### src/rtl/fmap_scan_ctrl.sv
// -----------------------------------------------------------------------------
// fmap_scan_ctrl
//
// Purpose:
//   Feature-map scan sequencer. It walks a map in the order row, then col, then
//   ch, with ch as the innermost loop. It presents one (row, col, ch) coordinate
//   and its linear address per valid/ready handshake. The layer controller
//   starts a scan with a one-cycle start pulse. The scan can be aborted.
//   A one-cycle done pulse follows the final transfer. Row and column advance
//   by STRIDE (1 or 2).
//
// Parameters:
//   IMG_W, IMG_H : map width / height in pixels
//   CH           : channels per pixel (>= 1)
//   STRIDE       : spatial step for row and col (1 or 2)
//   ADDR_W       : linear address width (must hold IMG_W*IMG_H*CH-1)
//
// Ports:
//   clk        in   clock
//   reset      in   asynchronous, active-high reset
//   start      in   one-cycle pulse, begins a scan when idle
//   abort      in   terminates an active scan, no done pulse
//   out_ready  in   datapath accepts the current coordinate
//   out_valid  out  coordinate/address valid (high while scanning)
//   row        out  current row
//   col        out  current column
//   ch         out  current channel
//   addr       out  (row*IMG_W + col)*CH + ch
//   first_pix  out  high with the first coordinate (0,0,0) of a scan
//   last_pix   out  high with the final coordinate of a scan
//   busy       out  high while scanning
//   done       out  one-cycle pulse after the final transfer
//   stall_cnt  out  [31:0] saturating count of stall cycles
//                   (present only when SCAN_PERF_EN is defined)
//
// Build option:
//   SCAN_PERF_EN - when defined, adds the stall_cnt output and its counter.
// -----------------------------------------------------------------------------
module fmap_scan_ctrl #(
  parameter int IMG_W  = 640,
  parameter int IMG_H  = 640,
  parameter int CH     = 3,
  parameter int STRIDE = 1,
  parameter int ADDR_W = 21
) (
  input  logic                                 clk,
  input  logic                                 reset,
  input  logic                                 start,
  input  logic                                 abort,
  input  logic                                 out_ready,
  output logic                                 out_valid,
  output logic [$clog2(IMG_H)-1:0]             row,
  output logic [$clog2(IMG_W)-1:0]             col,
  output logic [((CH > 1) ? $clog2(CH) : 1)-1:0] ch,
  output logic [ADDR_W-1:0]                    addr,
  output logic                                 first_pix,
  output logic                                 last_pix,
  output logic                                 busy,
  output logic                                 done
`ifdef SCAN_PERF_EN
  ,
  output logic [31:0]                          stall_cnt
`endif
);

  localparam int ROW_W = $clog2(IMG_H);
  localparam int COL_W = $clog2(IMG_W);
  localparam int CH_W  = (CH > 1) ? $clog2(CH) : 1;

  // Last row/column actually visited: the largest multiple of STRIDE that
  // still lies inside the map.
  localparam int LR = ((IMG_H - 1) / STRIDE) * STRIDE;
  localparam int LC = ((IMG_W - 1) / STRIDE) * STRIDE;

  localparam logic [ROW_W-1:0]  LAST_ROW = ROW_W'(LR);
  localparam logic [COL_W-1:0]  LAST_COL = COL_W'(LC);
  localparam logic [CH_W-1:0]   LAST_CH  = CH_W'(CH - 1);
  localparam logic [ROW_W-1:0]  ROW_STEP = ROW_W'(STRIDE);
  localparam logic [COL_W-1:0]  COL_STEP = COL_W'(STRIDE);

  // Address deltas for the incremental address update.
  // Column advance: from (c, CH-1) to (c+STRIDE, 0) is (STRIDE-1)*CH + 1.
  // Row advance: the new address is the start of row r+STRIDE. It is taken
  // from a separately tracked row base, so the skipped columns in
  // stride-2 mode need no extra correction term.
  localparam logic [ADDR_W-1:0] ADDR_COL_STEP = ADDR_W'((STRIDE - 1) * CH + 1);
  localparam logic [ADDR_W-1:0] ADDR_ROW_STEP = ADDR_W'(STRIDE * IMG_W * CH);

  // A degenerate 1x1x1 map has its first coordinate equal to its last.
  localparam logic FIRST_IS_LAST = (LR == 0) && (LC == 0) && (CH == 1);

  typedef enum logic [1:0] {
    S_IDLE = 2'd0,
    S_RUN  = 2'd1,
    S_DONE = 2'd2
  } state_t;

  state_t state_reg;
  state_t state_next;

  logic [ROW_W-1:0]  row_reg;
  logic [COL_W-1:0]  col_reg;
  logic [CH_W-1:0]   ch_reg;
  logic [ADDR_W-1:0] addr_reg;
  logic [ADDR_W-1:0] row_base_reg;   // address of (row_reg, 0, 0)
  logic              first_reg;
  logic              last_reg;

  // Candidate next coordinate for a transfer (not the final one).
  logic [ROW_W-1:0]  row_adv;
  logic [COL_W-1:0]  col_adv;
  logic [CH_W-1:0]   ch_adv;
  logic [ADDR_W-1:0] addr_adv;
  logic [ADDR_W-1:0] base_adv;
  logic              last_adv;

  logic start_accept;
  logic xfer;
  logic abort_run;

  assign start_accept = (state_reg == S_IDLE) && start;
  assign xfer         = (state_reg == S_RUN) && out_ready;
  assign abort_run    = (state_reg == S_RUN) && abort;

  // ---------------------------------------------------------------------------
  // State register
  // ---------------------------------------------------------------------------
  always_ff @(posedge clk or posedge reset) begin
    if (reset) begin
      state_reg <= S_IDLE;
    end else begin
      state_reg <= state_next;
    end
  end

  // ---------------------------------------------------------------------------
  // Next-state logic
  // ---------------------------------------------------------------------------
  always_comb begin
    state_next = state_reg;
    case (state_reg)
      S_IDLE: begin
        if (start) begin
          state_next = S_RUN;
        end
      end
      S_RUN: begin
        // abort wins over a transfer in the same cycle
        if (abort) begin
          state_next = S_IDLE;
        end else if (out_ready && last_reg) begin
          state_next = S_DONE;
        end
      end
      S_DONE: begin
        state_next = S_IDLE;
      end
      default: begin
        state_next = S_IDLE;
      end
    endcase
  end

  // ---------------------------------------------------------------------------
  // Output logic (decoded from registered state and datapath registers)
  // ---------------------------------------------------------------------------
  always_comb begin
    out_valid = (state_reg == S_RUN);
    busy      = (state_reg == S_RUN);
    done      = (state_reg == S_DONE);
    row       = row_reg;
    col       = col_reg;
    ch        = ch_reg;
    addr      = addr_reg;
    first_pix = first_reg;
    last_pix  = last_reg;
  end

  // ---------------------------------------------------------------------------
  // Coordinate advance. ch is the innermost loop. A ch wrap steps col, and a
  // col wrap steps row. With CH=1 the ch compare is always true, so ch stays
  // 0 and every transfer steps col.
  // ---------------------------------------------------------------------------
  always_comb begin
    row_adv  = row_reg;
    col_adv  = col_reg;
    ch_adv   = ch_reg + 1'b1;
    addr_adv = addr_reg + 1'b1;
    base_adv = row_base_reg;
    if (ch_reg == LAST_CH) begin
      ch_adv = '0;
      if (col_reg == LAST_COL) begin
        col_adv  = '0;
        row_adv  = row_reg + ROW_STEP;
        base_adv = row_base_reg + ADDR_ROW_STEP;
        addr_adv = base_adv;
      end else begin
        col_adv  = col_reg + COL_STEP;
        addr_adv = addr_reg + ADDR_COL_STEP;
      end
    end
    last_adv = (row_adv == LAST_ROW) && (col_adv == LAST_COL) && (ch_adv == LAST_CH);
  end

  // ---------------------------------------------------------------------------
  // Datapath registers. During a stall, neither branch fires, so the
  // coordinate, address and markers hold.
  // ---------------------------------------------------------------------------
  always_ff @(posedge clk or posedge reset) begin
    if (reset) begin
      row_reg      <= '0;
      col_reg      <= '0;
      ch_reg       <= '0;
      addr_reg     <= '0;
      row_base_reg <= '0;
      first_reg    <= 1'b0;
      last_reg     <= 1'b0;
    end else if (start_accept) begin
      row_reg      <= '0;
      col_reg      <= '0;
      ch_reg       <= '0;
      addr_reg     <= '0;
      row_base_reg <= '0;
      first_reg    <= 1'b1;
      last_reg     <= FIRST_IS_LAST;
    end else if (abort_run || (xfer && last_reg)) begin
      // Scan ends: either aborted or the final coordinate was accepted.
      row_reg      <= '0;
      col_reg      <= '0;
      ch_reg       <= '0;
      addr_reg     <= '0;
      row_base_reg <= '0;
      first_reg    <= 1'b0;
      last_reg     <= 1'b0;
    end else if (xfer) begin
      row_reg      <= row_adv;
      col_reg      <= col_adv;
      ch_reg       <= ch_adv;
      addr_reg     <= addr_adv;
      row_base_reg <= base_adv;
      first_reg    <= 1'b0;
      last_reg     <= last_adv;
    end
  end

`ifdef SCAN_PERF_EN
  // ---------------------------------------------------------------------------
  // Stall counter. It counts cycles where a coordinate is offered but not
  // taken. It clears when a scan is accepted, saturates at all-ones, and
  // holds its value after the scan ends.
  // ---------------------------------------------------------------------------
  logic [31:0] stall_cnt_reg;

  always_ff @(posedge clk or posedge reset) begin
    if (reset) begin
      stall_cnt_reg <= '0;
    end else if (start_accept) begin
      stall_cnt_reg <= '0;
    end else if ((state_reg == S_RUN) && !out_ready && (stall_cnt_reg != 32'hFFFF_FFFF)) begin
      stall_cnt_reg <= stall_cnt_reg + 32'd1;
    end
  end

  assign stall_cnt = stall_cnt_reg;
`endif

endmodule
### config.mk
export PLATFORM = sky130hd
export DESIGN_NAME = fmap_scan_ctrl
export DESIGN_NICKNAME = d
export VERILOG_FILES = /design/src/rtl/fmap_scan_ctrl.sv
export SDC_FILE = /design/constraint.sdc
export NUM_CORES = 1
export LEC_CHECK = 0
export BUFFER_PORTS_ARGS = -buffer_cell sky130_fd_sc_hd__buf_4
export CAP_MARGIN = 20
export CELL_PAD_IN_SITES_DETAIL_PLACEMENT = 1
export CELL_PAD_IN_SITES_GLOBAL_PLACEMENT = 2
export CORE_UTILIZATION = 35
export DETAILED_ROUTE_END_ITERATION = 8
export GPL_TIMING_DRIVEN = 0
export PLACE_DENSITY_LB_ADDON = 0.1
export SLEW_MARGIN = 20
export SYNTH_ARGS = -nofsm -noshare
export SYNTH_HDL_FRONTEND = slang
export SYNTH_SLANG_ARGS = --single-unit
### constraint.sdc
create_clock -name clk -period 2.5 [get_ports clk]
set_input_delay 0.125 -clock clk [delete_from_list [all_inputs] [get_ports clk]]
set_output_delay 0.125 -clock clk [all_outputs]
set_load 0.05 [all_outputs]
After elaboration in Yosys (flattened, before gate mapping) --
Cells that the tools add are included.
Word-level totals: register bits after elaboration 68, output and inout port bits 48
Cells by class: muxes and demuxes 34, add/subtract/negate cells 5, equal/unequal tests 9, reduce and logical (&&, ||, !) cells 14
Operators by type and width (count):
- 21-bit 2-to-1 mux | 10
- 10-bit 2-to-1 mux | 10
- 10-bit equality test, second input constant | 3
- 21-bit by 1-bit adder with 21-bit output, second input constant | 1
- 21-bit by 11-bit adder with 21-bit output, second input constant | 1
- 10-bit by 1-bit adder with 10-bit output, second input constant | 2
- 2-bit 2-to-1 mux | 7
- 3-bit nonzero test | 3
- 1-bit logical AND | 7
- 2-bit equality test, second input constant | 3
- 1-bit 2-to-1 mux | 6
- 2-bit case mux with 2 select lines | 1
- 3-bit by 2-bit != test with 1-bit output, second input constant | 1
- 3-bit AND reduction | 1
- 2-bit by 1-bit adder with 2-bit output, second input constant | 1
- 2-bit by 1-bit equality test with 1-bit output, second input constant | 1
- 2-bit zero test | 1
- 2-bit != test, second input constant | 1
- 2-bit AND reduction | 1
- 1-bit logical OR | 1

Logic depth before layout (Yosys ltp) --
depth after elaboration 9, gate-level depth with buffers 9, gate-level depth less buffers 8

Least setup slack after synthesis --
Ideal clock, no wire load.
path type register -> register, start register col_reg[5] (netlist: col[5]), end register last_reg (netlist: last_pix), slack 0.031 ns, cell stages (with the launch flop) 9, data required time 2.405 ns, buffers on the path 2, setup time 0.095 ns, data arrival time 2.373 ns, path through dfrtp_1 > buf_4 > nand2_1 > or3_4 > buf_2 > nor3_1 > mux2i_1 > a22oi_1 > o31ai_1
On the way: word-level cells in the longest chain between the ends 9, elaborated cells on any way between the ends 13, classes of those cells add/sub (1); eq/ne (3); mux (7); reduce/logical (2)
RTL lines:
- from (decl) | line 102 | logic [COL_W-1:0] col_reg;
- from (signal assigned) | line 237 | col_reg <= col_adv;
- 10-bit by 1-bit adder with 10-bit output or 10-bit equality test (tied branches) | line 198, 192
- 10-bit 2-to-1 mux | line 192 | if (col_reg == LAST_COL) begin
- 10-bit 2-to-1 mux | line 190 | if (ch_reg == LAST_CH) begin
- 10-bit equality test | line 202 | last_adv = (row_adv == LAST_ROW) && (col_adv == LAST_COL) && (ch_adv == LAST_CH);
- 1-bit logical AND * (2 in a row) | line 202
- 1-bit 2-to-1 mux * | line 235 | end else if (xfer) begin
- 1-bit 2-to-1 mux * | line 226 | end else if (abort_run || (xfer && last_reg)) begin
- 1-bit 2-to-1 mux * | line 218 | end else if (start_accept) begin
- to (signal assigned) | line 242 | last_reg <= last_adv;
- to (decl) | line 107 | logic last_reg;
Mark *: on every way between the ends. The rest lies on a longest branch, timed or not. The select of a mux whose other input is x is not followed. A chain may end at the register's enable or synchronous reset.

Worst setup path after layout --
start register ch_reg[0] (netlist: ch[0]), end register row_base_reg[12]
On the way: word-level cells in the longest chain between the ends 3
RTL lines:
- from (decl) | line 103 | logic [CH_W-1:0] ch_reg;
- from (signal assigned) | line 238 | ch_reg <= ch_adv;
- 2-bit equality test | line 190
- 3-bit nonzero test (no line)
- 3-bit AND reduction (no line)
- to (signal assigned) | line 240 | row_base_reg <= base_adv;
- to (decl) | line 105 | logic [ADDR_W-1:0] row_base_reg;
No other way between the ends.

==> metrics <==
number of library cell types mapped by synthesis=57; clock tree from TritonCTS=done; Yosys top cell area share=41.9%; gr busiest metal=met2; GPL Wtd Cong=0.796; Worst path slowest cell=dfrtp_1; Worst Tran Pin Value=0.704 ns; Hold Fails Final Rpt=0; CP peak stage delay=around 0.44 ns; area leader, netlist=dfrtp_1; effective utilization at floorplan=36.7%; total track usage=22.7%; fmax=roughly 430 MHz; share of cells above drive strength 1=20.7%; Max Cap Viol=0; grt ovf=0; Mapped Cells=around 420; Max clock buf depth=2; outcome=finished, final reports clean; clock skew=0.0160 ns; Arr. time, crit path=2.55 ns; GR Util met2=between 30% and 40%; multi-input logic area=1980 um^2; Post-synth EDFFs=0; Synth top cells by count=68 x o21ai_0, 61 x dfrtp_1, 59 x nand2_1; Sink Count=61; initial antenna violation count=0; setup TNS=0 ns; ys async rst share=100%; WL/cell=around 19 um; number of port buffers=52; reg2reg start=ch[0]$_DFFE_PP0P_; relative slew slack=52.5%; fin worst setup slack=0.153 ns; # Post-CTS Setup Buffers=0; yosys warns=0; critical path class=flip-flop to flip-flop; Ports=53; Setup crit end kind=flip-flop; Reg2Reg Depth=8; worst hold path type=primary input to flip-flop; clock root cell=clkbuf_8; area delta synth->final=23.8%; CP endpoint=row_base_reg[12]$_DFFE_PP0P_; storage element area=1530 um^2; CORE AREA=9910 um^2; Critical Path RT=2.71 ns; Final ANT Viol Nets=0; crit path max fanout=10; power per cell area=502 nW/um^2; met3 usage=2.38%; Via density=5.74; Synth Cell Area=between 3000 and 4000 um^2; RR Endpoint=row_base_reg[12]$_DFFE_PP0P_; Worst-path clk slew=around 0.08 ns; CTS Buf Count=9; Seq/Total Area, Yosys=a little over two fifths; top post-synthesis cells by area=dfrtp_1 42%, o21ai_0 9.3%, nand2_1 6.1%; pin count of the biggest net entering global routing=39; critical-path cell list=and4b_1, clkbuf_2, nand3_2, o21ai_2, nand2_1, buf_2, o21ai_0, o31ai_1; Final Cell Area=4510 um^2; Routed Wire Length=11900 um; Leak=1.90 nW; hpwl dp=8480 um; met1 usage=32.9%; DP Area=4220 um^2; RSZ-0062 raised after global routing=yes; Yosys reg bits=approximately 60; drt pass-1 iters=4; Max rail drop VDD=roughly 0.24 mV; antenna fix cells=0; initial DRC count=between 150 and 200; most numerous cell in the Yosys netlist=o21ai_0; syn nets=433; Synth Flop Type=dfrtp_1; R2R setup slack=between 0.15 and 0.2 ns; number of H-tree levels=3; Critical Path Source Type=flip-flop; number of global-route vias before repair=around 3600; Final setup viols=0; detailed-route via count=3595; first-pass GRT wire length=~20000 um; fin crit share=93.9%; Largest register FFs=21; die width=104 um; FP Rows=36; pre-CTS setup slack=-0.401 ns; average size of a mapped cell=between 8 and 9 um^2; Worst-Skew Late Latency=0.34 ns; Setup crit start=ch[0]$_DFFE_PP0P_; Die Area=10800 um^2; die height=104 um; NumNets Final=498; drc violations=0; Fillers=approximately 1200; Final Critical Period=between 2 and 2.5 ns; Slew Viols, Final=0
==> area by class of cell <==
cell class	count	share of cell area, %
clock inverters	5	1.67
multi-input cells	328	43.9
plain buffers	28	3.66
well taps	133	3.69
repair buffers	55	9.55
flip-flops and latches	61	33.9
inverters	6	0.555
clock buffers	10	3.05
==> per-layer routing <==
layer	share of wire, %	vias to the layer above
li1	-	1692
met1	50	1821
met2	46	66
met3	3.5	16
met4	1.3	0
met5	0	-
==> where the power goes <==
group	total [mW]	leakage (nW)	switching (mW)	internal [mW]
logic	0.262	0.943	0.194	0.0680
registers	1.01	0.848	0.0138	0.997
clock network	0.991	0.112	0.413	0.578
==> cells by family (layout without fill, tap and decap cells) <==
logic type,count (synthesis),count (layout),share of synthesized area (%)
and+or+nand+nor,171,171,24.2
AOI/OAI and AO/OA,130,130,21.9
DFF,61,61,41.9
buffers and inverters,35,104,4.98
xor gates and xnor gates,20,20,4.81
adders and majority gates,4,4,1.37
muxes,3,3,0.825
==> per-stage QoR <==
stage                     cells  total power, mW  hold slack (ns)  util, %
after detailed placement    610             1.29            0.132     42.6
after floorplan             424             1.18            0.198        -
final                       626             2.26           0.0884     45.5
after global routing        626             2.34            0.106     45.5
after global placement      609             1.28            0.334     42.4
after CTS                   626             2.27           0.0871     45.2
==> repair_timing <==
action | 4_1_cts | 5_1_grt
gates resized for setup | 8 | 12
endpoints found under the hold margin | 24 | 0
gates cloned | 0 | 0
setup endpoints to repair | 45 | 24
hold buffers | 2 | 0
==> cells in the final DEF, fill, tap and decap left out, types with 3 or more instances in the layout <==
master	instances
clkbuf_8	10
buf_2	3
or3_1	4
nor3_2	4
ha_1	3
nor3b_1	4
clkbuf_1	10
o21ai_0	68
nor2b_1	5
clkinv_2	3
a31oi_1	6
clkbuf_2	6
nor2_1	18
nand3_1	23
o41ai_1	4
nor3_1	10
xnor2_1	9
a22oi_1	6
o221ai_1	5
mux2i_1	3
inv_1	5
nand2b_1	4
o31ai_1	13
xor2_1	11
a22o_1	6
nand2_1	59
and3_1	7
and2_1	3
dfrtp_1	61
buf_6	5
buf_4	55
nor4_1	3
a21oi_1	10
nand4_1	10
==> worst min-delay path by stage <==
stage	from	endpoint	slack, ns	cells after the start
detailed placement	reset	addr[18]$_DFFE_PP0P_	0.13	2
CTS	start	state_reg[0]$_DFFE_PP0P_	0.09	3
finish	start	state_reg[0]$_DFFE_PP0P_	0.09	3
global placement	abort	state_reg[1]$_DFFE_PP0P_	0.33	2
global route	start	state_reg[0]$_DFFE_PP0P_	0.11	3
floorplan	abort	state_reg[1]$_DFFE_PP0P_	0.20	1
==> worst max-delay path, delay by kind of cell, from the launching register on <==
kind,cells,cell delay (ns)
flip-flops,1,0.44
AND/OR/NAND/NOR,3,0.71
buffers and inverters,2,0.50
AO/OA/AOI/OAI,3,0.57
Power figures use the tool's default switching activity.
